File: config.mk
export PLATFORM = sky130hd
export DESIGN_NAME = router_input_arbiter_flat
export DESIGN_NICKNAME = d
export VERILOG_FILES = /design/src/rtl/router_input_arbiter_if.sv /design/src/rtl/router_input_arbiter.sv /design/src/flat_wrapper.sv
export SDC_FILE = /design/constraint.sdc
export NUM_CORES = 1
export LEC_CHECK = 0
export ABC_CLOCK_PERIOD_IN_PS = 2800
export CORE_ASPECT_RATIO = 0.7
export CORE_MARGIN = 1
export CORE_UTILIZATION = 40
export CTS_BUF_LIST = sky130_fd_sc_hd__clkbuf_2
export DETAILED_ROUTE_END_ITERATION = 8
export PLACE_DENSITY_LB_ADDON = 0.1
export SYNTH_ARGS = -nofsm -noshare
export SYNTH_HDL_FRONTEND = slang
export SYNTH_SLANG_ARGS = --single-unit
File: constraint.sdc
create_clock -name clk -period 2.8 [get_ports clk]
set_input_delay 0.42 -clock clk [delete_from_list [all_inputs] [get_ports clk]]
set_output_delay 0.42 -clock clk [all_outputs]
set_load 0.01 [all_outputs]
File: src/rtl/router_input_arbiter_if.sv
// Bundle of the requester, router and status signals around router_input_arbiter.
// The master modport is the arbiter's view; the slave modport is the
// sources/router side.
interface router_input_arbiter_if #(
    parameter int NUM_REQ = 4
);
    logic [NUM_REQ-1:0]   req;
    logic [NUM_REQ-1:0]   req_valid;
    logic [8*NUM_REQ-1:0] req_data;
    logic [NUM_REQ-1:0]   grant;
    logic [7:0]           dut_inp;
    logic                 inp_valid;
    logic                 busy;
    logic [2:0]           active_id;
    logic [15:0]          pkt_count;
    logic                 err_proto;
    logic                 err_len;

    modport master (
        input  req, req_valid, req_data, busy,
        output grant, dut_inp, inp_valid, active_id, pkt_count, err_proto, err_len
    );

    modport slave (
        output req, req_valid, req_data, busy,
        input  grant, dut_inp, inp_valid, active_id, pkt_count, err_proto, err_len
    );
endinterface

File: src/rtl/router_input_arbiter.sv
// Round-robin arbiter that shares the router's single byte-stream input among
// NUM_REQ packet sources. One source at a time is granted. Its bytes are
// forwarded with one register of latency. Over-long packets are cut and
// drained. Every packet is followed by a forced idle gap.
module router_input_arbiter #(
    parameter int NUM_REQ       = 4,
    parameter int MAX_PKT_LEN   = 64,
    parameter int GAP_CYCLES    = 2,
    parameter int START_TIMEOUT = 16
) (
    input  logic                   clk,
    input  logic                   reset,
    router_input_arbiter_if.master bus
);
    localparam logic [2:0] S_IDLE  = 3'd0;
    localparam logic [2:0] S_GRANT = 3'd1;
    localparam logic [2:0] S_XFER  = 3'd2;
    localparam logic [2:0] S_DRAIN = 3'd3;
    localparam logic [2:0] S_GAP   = 3'd4;

    localparam int CNT_W = $clog2(MAX_PKT_LEN + 1);
    localparam int TO_W  = $clog2(START_TIMEOUT + 1);
    localparam int GAP_W = $clog2(GAP_CYCLES + 1);

    logic [2:0]         r_state;
    logic [2:0]         r_rr_ptr;
    logic [NUM_REQ-1:0] r_grant;
    logic [2:0]         r_active_id;
    logic [7:0]         r_dut_inp;
    logic               r_inp_valid;
    logic [15:0]        r_pkt_count;
    logic               r_err_proto;
    logic               r_err_len;
    logic [CNT_W-1:0]   r_byte_cnt;
    logic [GAP_W-1:0]   r_gap_cnt;
    logic [TO_W-1:0]    r_to_cnt;

    logic [NUM_REQ-1:0] w_viol;
    logic               w_any_viol;
    logic               w_sel_valid;
    logic               w_sel_req;
    logic [7:0]         w_sel_data;
    logic               w_found;
    logic [2:0]         w_winner;
    logic [2:0]         w_next_ptr;
    logic [NUM_REQ-1:0] w_winner_oh;
    logic               w_timeout;

    // A strobe from any source that does not hold the grant is a protocol
    // violation. Its data is never forwarded.
    generate
        for (genvar gi = 0; gi < NUM_REQ; gi++) begin : g_src
            assign w_viol[gi]      = bus.req_valid[gi] & ~r_grant[gi];
            assign w_winner_oh[gi] = (w_winner == 3'(gi));
        end
    endgenerate

    assign w_any_viol = |w_viol;

    // Steer the granted source's request, strobe and byte onto common wires.
    always_comb begin
        w_sel_valid = 1'b0;
        w_sel_req   = 1'b0;
        w_sel_data  = 8'd0;
        for (int k = 0; k < NUM_REQ; k++) begin
            if (r_active_id == 3'(k)) begin
                w_sel_valid = bus.req_valid[k];
                w_sel_req   = bus.req[k];
                w_sel_data  = bus.req_data[8*k +: 8];
            end
        end
    end

    // The winner is the first request at or above the RR pointer. If there is
    // none, the search wraps to the lowest set request.
    always_comb begin
        w_found  = 1'b0;
        w_winner = 3'd0;
        for (int k = 0; k < NUM_REQ; k++) begin
            if (!w_found && bus.req[k] && (3'(k) >= r_rr_ptr)) begin
                w_found  = 1'b1;
                w_winner = 3'(k);
            end
        end
        for (int k = 0; k < NUM_REQ; k++) begin
            if (!w_found && bus.req[k]) begin
                w_found  = 1'b1;
                w_winner = 3'(k);
            end
        end
        w_next_ptr = (w_winner == 3'(NUM_REQ - 1)) ? 3'd0 : w_winner + 3'd1;
    end

    // The start timeout fires on the START_TIMEOUT-th cycle in GRANT. It fires
    // only when there is no byte and the request is still held.
    assign w_timeout = (r_state == S_GRANT) && !w_sel_valid && w_sel_req &&
                       (r_to_cnt == TO_W'(START_TIMEOUT - 1));

    // Arbitration FSM, byte forwarding path, counters and error pulses.
    always_ff @(posedge clk or posedge reset) begin
        if (reset) begin
            r_state     <= S_IDLE;
            r_rr_ptr    <= 3'd0;
            r_grant     <= '0;
            r_active_id <= 3'd0;
            r_dut_inp   <= 8'd0;
            r_inp_valid <= 1'b0;
            r_pkt_count <= 16'd0;
            r_err_proto <= 1'b0;
            r_err_len   <= 1'b0;
            r_byte_cnt  <= '0;
            r_gap_cnt   <= '0;
            r_to_cnt    <= '0;
        end else begin
            // A stray strobe and a timeout in the same cycle merge into one pulse.
            r_err_proto <= w_any_viol | w_timeout;
            r_err_len   <= 1'b0;
            case (r_state)
                S_IDLE: begin
                    // busy is looked at only here. Held requests are simply
                    // served later.
                    if (!bus.busy && w_found) begin
                        r_grant     <= w_winner_oh;
                        r_active_id <= w_winner;
                        r_rr_ptr    <= w_next_ptr;
                        r_to_cnt    <= '0;
                        r_state     <= S_GRANT;
                    end
                end
                S_GRANT: begin
                    if (w_sel_valid) begin
                        r_dut_inp   <= w_sel_data;
                        r_inp_valid <= 1'b1;
                        r_byte_cnt  <= CNT_W'(1);
                        r_state     <= S_XFER;
                    end else if (!w_sel_req || w_timeout) begin
                        r_grant <= '0;
                        r_state <= S_IDLE;
                    end else begin
                        r_to_cnt <= r_to_cnt + TO_W'(1);
                    end
                end
                S_XFER: begin
                    if (w_sel_valid) begin
                        if (r_byte_cnt == CNT_W'(MAX_PKT_LEN)) begin
                            // Cut the packet. The grant stays until the source
                            // stops so that its tail is swallowed.
                            r_inp_valid <= 1'b0;
                            r_err_len   <= 1'b1;
                            r_state     <= S_DRAIN;
                        end else begin
                            r_dut_inp  <= w_sel_data;
                            r_byte_cnt <= r_byte_cnt + CNT_W'(1);
                        end
                    end else begin
                        r_inp_valid <= 1'b0;
                        r_grant     <= '0;
                        r_pkt_count <= r_pkt_count + 16'd1;
                        r_gap_cnt   <= GAP_W'(GAP_CYCLES);
                        r_state     <= S_GAP;
                    end
                end
                S_DRAIN: begin
                    if (!w_sel_valid) begin
                        r_grant   <= '0;
                        r_gap_cnt <= GAP_W'(GAP_CYCLES);
                        r_state   <= S_GAP;
                    end
                end
                S_GAP: begin
                    if (r_gap_cnt <= GAP_W'(1)) begin
                        r_gap_cnt <= '0;
                        r_state   <= S_IDLE;
                    end else begin
                        r_gap_cnt <= r_gap_cnt - GAP_W'(1);
                    end
                end
                default: begin
                    r_grant     <= '0;
                    r_inp_valid <= 1'b0;
                    r_state     <= S_IDLE;
                end
            endcase
        end
    end

    assign bus.grant     = r_grant;
    assign bus.active_id = r_active_id;
    assign bus.dut_inp   = r_dut_inp;
    assign bus.inp_valid = r_inp_valid;
    assign bus.pkt_count = r_pkt_count;
    assign bus.err_proto = r_err_proto;
    assign bus.err_len   = r_err_len;
endmodule
File: src/flat_wrapper.sv
// flat-port wrapper written by rule: the top's interface ports become plain ports
module router_input_arbiter_flat 
#(
    parameter int NUM_REQ       = 4,
    parameter int MAX_PKT_LEN   = 64,
    parameter int GAP_CYCLES    = 2,
    parameter int START_TIMEOUT = 16
)
  (clk, reset, bus_req, bus_req_valid, bus_req_data, bus_busy, bus_grant, bus_dut_inp, bus_inp_valid, bus_active_id, bus_pkt_count, bus_err_proto, bus_err_len);
  router_input_arbiter_if #(.NUM_REQ(NUM_REQ)) bus_i ();
  input  logic clk;
  input  logic reset;
  input wire logic [$bits(bus_i.req)-1:0] bus_req;
  input wire logic [$bits(bus_i.req_valid)-1:0] bus_req_valid;
  input wire logic [$bits(bus_i.req_data)-1:0] bus_req_data;
  input wire logic [$bits(bus_i.busy)-1:0] bus_busy;
  output wire logic [$bits(bus_i.grant)-1:0] bus_grant;
  output wire logic [$bits(bus_i.dut_inp)-1:0] bus_dut_inp;
  output wire logic [$bits(bus_i.inp_valid)-1:0] bus_inp_valid;
  output wire logic [$bits(bus_i.active_id)-1:0] bus_active_id;
  output wire logic [$bits(bus_i.pkt_count)-1:0] bus_pkt_count;
  output wire logic [$bits(bus_i.err_proto)-1:0] bus_err_proto;
  output wire logic [$bits(bus_i.err_len)-1:0] bus_err_len;
  assign bus_i.req = bus_req;
  assign bus_i.req_valid = bus_req_valid;
  assign bus_i.req_data = bus_req_data;
  assign bus_i.busy = bus_busy;
  assign bus_grant = bus_i.grant;
  assign bus_dut_inp = bus_i.dut_inp;
  assign bus_inp_valid = bus_i.inp_valid;
  assign bus_active_id = bus_i.active_id;
  assign bus_pkt_count = bus_i.pkt_count;
  assign bus_err_proto = bus_i.err_proto;
  assign bus_err_len = bus_i.err_len;
  router_input_arbiter #(.NUM_REQ(NUM_REQ), .MAX_PKT_LEN(MAX_PKT_LEN), .GAP_CYCLES(GAP_CYCLES), .START_TIMEOUT(START_TIMEOUT)) u_core (.clk(clk), .reset(reset), .bus(bus_i));
endmodule
# --- After elaboration in Yosys (flattened, before gate mapping) ---
# Cells that the tools add are included.
totals:
  latchBits: 0
  mem_bits_rw: 0
  mem_bits_ro: 0
  wordCells: 164
  output_inout_bits: 34
  register_bits: 54
  input_bits: 43
  mem_count: 0
classes:
  div: 0
  n_mul: 0
  addsub: 5
  n_bitwise: 12
  order_cmp: 5
  shift: 0
  n_eq_ne: 24
  n_reduce_logical: 43
  mux: 63
ops:
  columns: ["cell", "n"]
  rows:
  - ["two-way mux 8 bit", 7]
  - ["two-way mux 3 bit", 8]
  - ["two-way mux 1 bit", 23]
  - ["two-way mux 7 bit", 3]
  - ["adder 16 x 1 -> 16 bit (second input constant)", 1]
  - ["two-way mux 2 bit", 8]
  - ["two-way mux 4 bit", 4]
  - ["case mux 4 bit (4 select lines)", 1]
  - ["case mux 8 bit (2 select lines)", 1]
  - ["logical AND 1 bit", 15]
  - ["two-way mux 5 bit", 3]
  - ["case mux 3 bit (5 select lines)", 1]
  - ["case mux 7 bit (2 select lines)", 1]
  - ["equality test 3 x 2 -> 1 bit (second input constant)", 4]
  - ["inequality test 2 bit (second input constant)", 6]
  - ["zero test 1 bit", 10]
  - ["case mux 5 bit (2 select lines)", 1]
  - ["AND reduction 5 bit", 2]
  - ["zero test 3 bit", 3]
  - ["inequality test 2 x 1 -> 1 bit (second input constant)", 4]
  - ["AND reduction 4 bit", 2]
  - ["adder 7 x 1 -> 7 bit (second input constant)", 1]
  - ["equality test 7 bit (second input constant)", 1]
  - ["NOT 1 bit", 7]
  - ["other kinds (24)", 35]

# --- Depth between registers and ports, before layout ---
# Gate-level depths: netlist (run 1).
logic_depth:
  word_depth: 30
  mapped_depth: 7
  ltp_nobuf: 7

# --- Worst setup path before layout (run 1) ---
# No wires, ideal clock.
synth_timing:
  kind: "register to register"
  startpoint: "register u_core.r_to_cnt[0]"
  endpoint: "register u_core.r_to_cnt[3]"
  required_ns: 2.723
  stages_incl_launch_ff: 8
  setup_ns: 0.077
  arrival_ns: 1.937
  setup_slack_ns: 0.785
  period_less_slack_ns: 2.015
  path_buffers: 0
  path_cell_list: "dfrtp_1 ha_1 and3_1 ha_1 nor2b_1 a22oi_1 or4_1 a21oi_1"
synth_between:
  elab_chain_len: 5
  elab_cells_between_ends: 9
  cone_classes: "add/sub (1); eq/ne (2); mux (3); reduce/logical (3)"
synth_rtl:
  columns: ["element", "line", "source"]
  rows:
  - ["start: declaration", "router_input_arbiter.sv:36", "logic [TO_W-1:0] r_to_cnt;"]
  - ["start signal: assignment", "router_input_arbiter.sv:140", "r_to_cnt <= r_to_cnt + TO_W'(1);"]
  - ["branches (longest 5 deep; another with adder 5 x 1 -> 5 bit)", null, null]
# Several ways; the timed one is not identified. The select of a mux whose other input is x is not followed.
# A chain may end at the register's enable or synchronous reset.

# --- Worst setup path in the final report (run 1) ---
# Ends and elaborated chain as after synthesis.

==> results of run 1 <==
-- layer usage --
metal | wire (um) | track usage [%]
met5 | 0 | 0
met4 | 74 | 5.08
met3 | 465 | 4.44
met2 | 2870 | 26.7
met1 | 3460 | 28.0
-- critical path: stages (launching register included) --
cell and delay (ps):
dfrtp_1 470, ha_1 220, and3_1 190, ha_1 260, nor2b_1 210, a22oi_1 180
or4_1 520, a21oi_1 160
-- Yosys cell counts, types with 8 or more instances --
cell type   n
a21oi_1    13
buf_2       8
dfrtp_1    52
ha_1        9
inv_1      21
mux2_2     13
mux4_2     10
nand2_1    20
nand2b_1    8
nand3_1    10
nor2_1     10
nor3_1      8
o21ai_0    11
xnor2_1     8
xor2_1      8
-- sequential cells by signal (all words and copies together) (netlist names) --
register / count
u_core.bus.pkt_count: 16
u_core.bus.dut_inp: 8
u_core.r_byte_cnt: 7
u_core.r_to_cnt: 5
u_core.bus.grant: 4
u_core.r_state: 3
u_core.bus.active_id: 2
u_core.r_gap_cnt: 2
u_core.r_rr_ptr: 2
u_core.bus.err_len: 1
u_core.bus.err_proto: 1
u_core.bus.inp_valid: 1
-- layout make-up --
type	instances	area, um2	area share, %
Tap cell	94	118	3.04
Timing Repair Buffer	85	826	21.3
Inverter	21	78.8	2.04
Clock inverter	3	42.5	1.10
Multi-Input combinational cell	190	1480	38.2
Sequential cell	52	1300	33.6
Clock buffer	5	25.0	0.647
-- kinds of logic (layout without fill, tap and decap cells) --
| family | count (synthesis) | count (layout) | synth area share (%) |
|---|---|---|---|
| flip-flops | 52 | 52 | 44.6 |
| adder cells (fa/ha/maj) | 9 | 9 | 3.86 |
| AND/OR/NAND/NOR | 90 | 90 | 17.4 |
| multiplexers | 25 | 25 | 13.4 |
| other | 1 | 1 | 0.128 |
| AO/OA/AOI/OAI | 49 | 49 | 10.9 |
| XOR/XNOR | 16 | 16 | 4.80 |
| buffers and inverters | 33 | 114 | 4.97 |
-- report_power, final --
part / internal, mW / switching (mW)
clock: 0.149 / 0.245
sequential: 0.963 / 0.218
combinational: 0.881 / 0.774
total: 1.99 / 1.24
-- metrics by stage --
stage,setup slack (ps),utilization (%),cells,power (mW)
5_1_grt,358,56.0,450,3.48
2_1_floorplan,785,-,275,2.18
4_1_cts,551,56.0,450,3.26
6_report,543,56.0,450,3.23
3_5_place_dp,297,55.0,442,2.86
3_3_place_gp,333,55.0,442,2.83
-- path summary, 6_finish.rpt --
kind	startpoint	to	slack [ps]	depth (start not counted)
max reg2reg	u_core.r_to_cnt[0]	u_core.r_to_cnt[3]	540	7
max	u_core.r_to_cnt[0]	u_core.r_to_cnt[3]	540	7
min reg2reg	u_core.bus.pkt_count[11]	u_core.bus.pkt_count[11]	510	1
min	reset	u_core.bus.pkt_count[14]	310	2
max in group asynchronous	reset	u_core.r_rr_ptr[0]	1870	3
min in group clk	u_core.bus.pkt_count[11]	u_core.bus.pkt_count[11]	510	1
==> results.py, run 1 <==
metrics = {
    "final_layout": {
        "mostFrequentLayoutCell": "clkdlybuf4s50_1",
        "final_cell_mix": "clkdlybuf4s50_1 (75), dfrtp_1 (52), nand2_1 (20), inv_1 (20)",
        "final_nets": 407,
        "syn_to_final_growth_pct": 32.6,
        "fill_cells": 607,
        "drive_gt1_share_pct": 14.3,
        "postLayoutCellArea_um2": 3870,
        "insertedDiodeCount": 0,
    },
    "timing": {
        "worst_slew_pin_slew_ps": 653,
        "finalClockSkew_ps": 9.65,
        "fin_tns_setup_ps": 0,
        "max_clock_freq_ghz": 0.443,
        "hold_violations": 0,
        "drv_slew": 0,
        "fin_crit_ps": 2260,
        "relSlewSlack_pct": 56.3,
        "whs_ps": 314,
        "rsz0062_at_grt": "no",
        "setup_viol": 0,
        "fin_crit_sh_pct": 80.6,
    },
    "clock_tree": {
        "clk_pin_slew_worst_paths_ps": 260,
        "worstSkewPairLatency_ps": 430,
        "cts.sinks": 52,
        "cts.repair.resized": 0,
        "cts_inserted_buffers": 5,
        "clockBufferDepth": 2,
        "cts_tree": "done",
        "cts_setup_buffers": 0,
        "holdBufCountCts": 0,
        "root_buffer": "clkbuf_2",
        "h-tree-depth": 2,
    },
    "run_status": {
        "status": "finished clean",
    },
    "synthesis": {
        "syn-cell-area_um2": 2920,
        "yosys.area.top_type": "dfrtp_1",
        "synth_nets": 327,
        "synth_seq_cells": 52,
        "async_flop_share_pct": 100,
        "synth_top_area_share_pct": 44.6,
        "yosys_warnings": 0,
        "netlist_top_cells_area": "dfrtp_1 (45%), mux4_2 (7.7%), mux2_2 (5.0%), ha_1 (3.9%), inv_1 (2.7%)",
        "synth_area_per_cell_um2": 10.6,
        "yosys_most_used_dff": "dfrtp_1",
        "synth-edff-count": 0,
        "netlist_instances": 275,
        "seq_area_frac_synth_pct": 44.6,
        "ys_types": 46,
    },
    "grt": {
        "antenna_found_initial": 0,
        "grt_max_degree": 30,
        "grt_first_pass_wirelength_mm": 11.2,
        "grt.total_usage_pct": 18.7,
        "grt-ovfl-total": 0,
        "grt_pass1_vias": 2228,
    },
    "placed_design": {
        "io_buffers": 75,
        "placed_area_um2": 3800,
        "dp_hpwl_mm": 5.25,
        "gp_congestion": 0.812,
    },
    "floorplanning": {
        "core_um2": 6910,
        "core.rowCount": 25,
        "die_width_um": 104,
        "initial_core_util_pct": 42.2,
        "die_area_um2": 7650,
        "die_h_um": 73.5,
        "io_pins": 77,
    },
    "routing": {
        "drc_errors": 0,
        "ant_nets": 0,
        "routed_wirelength_mm": 6.86,
        "wire_per_inst_um": 15.2,
        "drt-pass1-iter-count": 5,
        "drt_iter0_drc": 136,
        "vias_per_cell": 5.28,
        "vias": 2374,
    },
    "setup_path": {
        "worst-setup-path-type": "reg2reg",
        "cp.arrival_ps": 2640,
        "end_kind": "flop",
        "cp.required_ps": 3180,
        "path_max_fanout": 5,
        "crit_path_start_kind": "flop",
    },
    "power_and_ir_drop": {
        "powerDensity_nw_per_um2": 835,
        "leakagePower_nw": 1.60,
        "ir_worst_vdd_mv": 0.325,
    },
    "run": {
        "max_cap_viol_count": 0,
    },
    "hold_path": {
        "min_path_type": "in2async",
    },
}
No activity file was read; power rests on OpenSTA's default activity.
==> inputs of run 2 (changes only) <==
ABC_CLOCK_PERIOD_IN_PS = 2100   (was 2800)
clock period = 2.1 ns   (was 2.8 ns; I/O delays follow)
==> run 2 against run 1 <==
Setup slack worse by 480 ps. Final area up 7.4%. Global-route usage up 0.63 points. Largest cell class unchanged. Largest power group unchanged. Highest routed layer unchanged.
==> results.py, run 2 (same netlist as run 1, synthesis figures left out) <==
metrics = {
    "setup_path": {
        "path_max_fanout": 8,
        "cp.arrival_ps": 2420,
        "worstPathCellList": "mux4_2, buf_4, nand2b_4, or4_1, a21oi_1",
        "startpoint": "u_core.bus.active_id[0]",
        "cp_num_buf_inv": 1,
        "path_delay_family": "multiplexers",
        "cp.required_ps": 2490,
        "r2r-start": "u_core.bus.active_id[0]",
        "worst-setup-path-type": "reg2reg",
        "max_stage_delay_ps": 620,
        "crit_path_start_kind": "flop",
        "end_kind": "flop",
        "slowest_stage": "mux4_2",
    },
    "routing": {
        "routed_wirelength_mm": 7.08,
        "wire_per_inst_um": 14.7,
        "vias_per_cell": 5.28,
        "drc_errors": 0,
        "vias": 2533,
        "drt_iter0_drc": 123,
        "ant_nets": 0,
        "drt-pass1-iter-count": 4,
    },
    "timing": {
        "rsz0062_at_grt": "yes",
        "fin_tns_setup_ps": 0,
        "relSlewSlack_pct": 57.6,
        "fin_crit_sh_pct": 96.8,
        "max_clock_freq_ghz": 0.492,
        "drv_slew": 0,
        "worst_slew_pin_slew_ps": 630,
        "hold_violations": 0,
        "finalClockSkew_ps": 28.5,
        "fin_crit_ps": 2030,
        "setup_viol": 0,
    },
    "power_and_ir_drop": {
        "leakagePower_nw": 1.77,
        "total_power_mw": 4.63,
        "ir_worst_vdd_mv": 0.550,
        "powerDensity_nw_per_um2": 1110,
    },
    "grt": {
        "grt.total_usage_pct": 19.3,
        "grt_pass1_vias": 2320,
        "grt-ovfl-total": 0,
        "grt_first_pass_wirelength_mm": 11.5,
        "grt_max_degree": 28,
        "antenna_found_initial": 0,
    },
    "floorplanning": {
        "die_h_um": 73.5,
        "initial_core_util_pct": 42.2,
        "io_pins": 77,
        "core_um2": 6910,
        "core.rowCount": 25,
        "die_width_um": 104,
        "die_area_um2": 7650,
    },
    "final_layout": {
        "final_cells": 480,
        "final_nets": 437,
        "mostFrequentLayoutCell": "clkdlybuf4s50_1",
        "syn_to_final_growth_pct": 42.4,
        "largest_reg_flops": 16,
        "final_cell_mix": "clkdlybuf4s50_1 (75), dfrtp_1 (52), buf_4 (38)",
        "insertedDiodeCount": 0,
        "drive_gt1_share_pct": 23.1,
    },
    "clock_tree": {
        "cts_inserted_buffers": 5,
        "root_buffer": "clkbuf_2",
        "worstSkewPairLatency_ps": 430,
        "h-tree-depth": 2,
        "cts_tree": "done",
        "clk_pin_slew_worst_paths_ps": 260,
        "clockBufferDepth": 2,
        "cts.sinks": 52,
    },
    "run_status": {
        "status": "finished clean",
    },
    "run": {
        "max_cap_viol_count": 0,
    },
    "placed_design": {
        "io_buffers": 75,
        "dp.cells": 467,
        "dp_hpwl_mm": 5.42,
        "gp_congestion": 0.779,
    },
    "hold_path": {
        "min_path_type": "in2async",
    },
}
==> run 2: power breakdown <==
group	total, mW	internal, mW	switching [mW]	leakage, nW
logic	2.60	1.42	1.18	1.08
clock network	0.515	0.205	0.310	0.0430
registers	1.51	1.28	0.226	0.649
total	4.63	2.91	1.72	1.77
==> run 2: worst paths after layout <==
| kind | depth (start not counted) | slack (ps) | to |
|---|---|---|---|
| worst min register to register | 1 | 500 | u_core.r_gap_cnt[0] |
| min in group clk | 1 | 500 | u_core.r_gap_cnt[0] |
| worst min-delay path | 2 | 100 | u_core.r_gap_cnt[0] |
| worst max register to register | 5 | 70 | u_core.r_to_cnt[3] |
| max in group asynchronous | 3 | 1490 | u_core.bus.active_id[0] |
| worst max-delay path | 5 | 70 | u_core.r_to_cnt[3] |
==> run 2: area by class of cell <==
class	instances	area, um2
timing repair buffer	115	1070
fill	589	2760
clock buffer	6	30.0
sequential	52	1300
multi-input combinational	190	1530
tap	94	118
clock inverter	2	35.0
inverter	21	78.8
==> run 2: timing repair <==
action | CTS | global route
hold buffers | 0 | 0
resized for setup | 3 | 10
setup buffers | 2 | 3
endpoints found under the setup margin | 5 | 18
pin swaps | 0 | 4
hold endpoints to repair | 0 | 0
==> run 2: metrics by stage <==
stage	area (um2)	hold WS, ps	setup slack, ps	util [%]
after floorplan	2920	453	85.1	-
after global placement	4000	477	-258	57.9
after detailed placement	4000	478	-292	57.9
after CTS	4100	79.1	2.69	59.2
after global routing	4160	70.0	-14.7	60.1
final	4160	95.8	67.9	60.1
==> run 2: per-layer routing <==
metal / wire length (um) / global-route usage [%] / vias to the layer above
met5: 0 / 0 / -
met4: 50 / 5.87 / 0
met3: 353 / 4.26 / 4
met2: 3000 / 27.3 / 61
met1: 3670 / 29.3 / 1249
li1: - / - / 1219
==> edit (flow settings as in run 2) <==
`MAX_PKT_LEN` is set to 64 in 2 places; all go to 32.
--- a/src/rtl/router_input_arbiter.sv
+++ b/src/rtl/router_input_arbiter.sv
@@ -5,5 +5,5 @@
 module router_input_arbiter #(
     parameter int NUM_REQ       = 4,
-    parameter int MAX_PKT_LEN   = 64,
+    parameter int MAX_PKT_LEN   = 32,
     parameter int GAP_CYCLES    = 2,
     parameter int START_TIMEOUT = 16
--- a/src/flat_wrapper.sv
+++ b/src/flat_wrapper.sv
@@ -3,5 +3,5 @@
 #(
     parameter int NUM_REQ       = 4,
-    parameter int MAX_PKT_LEN   = 64,
+    parameter int MAX_PKT_LEN   = 32,
     parameter int GAP_CYCLES    = 2,
     parameter int START_TIMEOUT = 16
Check against the original RTL: same outputs for any inputs over 10 cycles, from zero or initial values and one cycle with reset high; that may be too few to reach the edited logic, so the function may still have changed.
==> edit against run 2 <==
Clock skew decreased by 0.020 ns; setup slack improved by 0.012 ns; total power decreased by 8.4%; routed wire length down 6.0%; sequential cell count fell by 1; final area shrank 4.3%; synthesized area is 1.8% lower; highest routed layer unchanged; clock power is 25% lower.
==> edit: results (changes against run 2) <==
outcome finished clean; Seq/Total Area, Yosys 44.5% (about the same); Crit path max-delay family simple AND/OR/NAND/NOR gates; wirelength, routed 6.65 mm (-6.0%); top cells by count, synth 51 x dfrtp_1, 27 x nand2_1, 22 x nor2_1; critical path's slowest cell or4b_4; Pleak 0.00172 µW (-2.4%); post-route met1 wirelength 3.27 mm (-11%); Logic power comb 2300 µW (-12%); Hold WS 0.161 ns (+0.0652 ns); GR Layer Usage met3 3.83% (-0.43 points); Clock Skew 0.00879 ns (-0.0197 ns); sw frac 37.7% (+0.66 points); GR Util met1 26.0% (-3.3 points); synth top area cells dfrtp_1 45%, mux4_2 7.1%, mux2_2 4.3%; Layout fillers 596 (+1.2%); Nets 421 (-3.7%); CP Max Fanout 7 (-1); Int Power 2640 µW (-9.3%); met2 global-route usage 29.4% (+2.1 points); reg2reg path depth 6 (+1); pre-CTS WS -0.162 ns (+0.131 ns); share of layout cells above drive strength 1 20.8% (-2.2 points); met3 WL 416 µm (+18%); first-pass GRT wire length 10.5 mm (-8.8%); Yosys cell types 45 (-2.2%); reg2reg end u_core.bus.pkt_count[12]$_DFFE_PP0P_; r2r startpoint u_core.r_state[2]$_DFFE_PP0P_; placer congestion estimate 0.795 (+2.0%); Critical Path AT 2.39 ns (-0.03 ns)
==> edit: final cells by class <==
cell class                 instances  area share (%)
multi-input combinational        186            37.0
sequential                        51            32.1
timing repair buffer             107            25.3
tap                               94            2.96
inverter                          18            1.70
clock buffer                       6           0.755
clock inverter                     2           0.189
==> edit: what timing repair did <==
item,in CTS,in global routing
cloned,0,0
setup endpoints to repair,1,16
pin swaps,0,2
gates resized for setup,1,6
buffers inserted,0,0
==> edit: cell families (layout without fill, tap and decap cells) <==
kind of cell | after synthesis | after routing | synth area share, %
AOI/OAI and AO/OA | 33 | 33 | 7.77
other | 1 | 1 | 0.131
muxes | 28 | 28 | 14.2
xor gates and xnor gates | 19 | 19 | 5.81
DFF | 51 | 51 | 44.5
buffers and inverters | 30 | 133 | 5.20
and+or+nand+nor | 96 | 96 | 18.4
adders and majority gates | 9 | 9 | 3.93
==> edit: how the worst max path moves through the flow <==
| stage | endpoint | slack, ns | depth (start not counted) | from |
|---|---|---|---|---|
| finish | u_core.bus.pkt_count[12]$_DFFE_PP0P_ | 0.08 | 6 | u_core.r_state[2]$_DFFE_PP0P_ |
| global route | u_core.bus.pkt_count[12]$_DFFE_PP0P_ | 0.003 | 6 | u_core.r_state[2]$_DFFE_PP0P_ |
| CTS | u_core.bus.pkt_count[12]$_DFFE_PP0P_ | 0.03 | 6 | u_core.bus.active_id[1]$_DFFE_PP0P_ |
| detailed placement | u_core.r_to_cnt[2]$_DFFE_PP0P_ | -0.16 | 7 | bus_req_valid[1] |
| global placement | u_core.r_to_cnt[2]$_DFFE_PP0P_ | -0.10 | 7 | bus_req_valid[1] |
| floorplan | u_core.bus.dut_inp[0]$_DFFE_PP0P_ | 0.003 | 7 | u_core.bus.active_id[0]$_DFFE_PP0P_ |
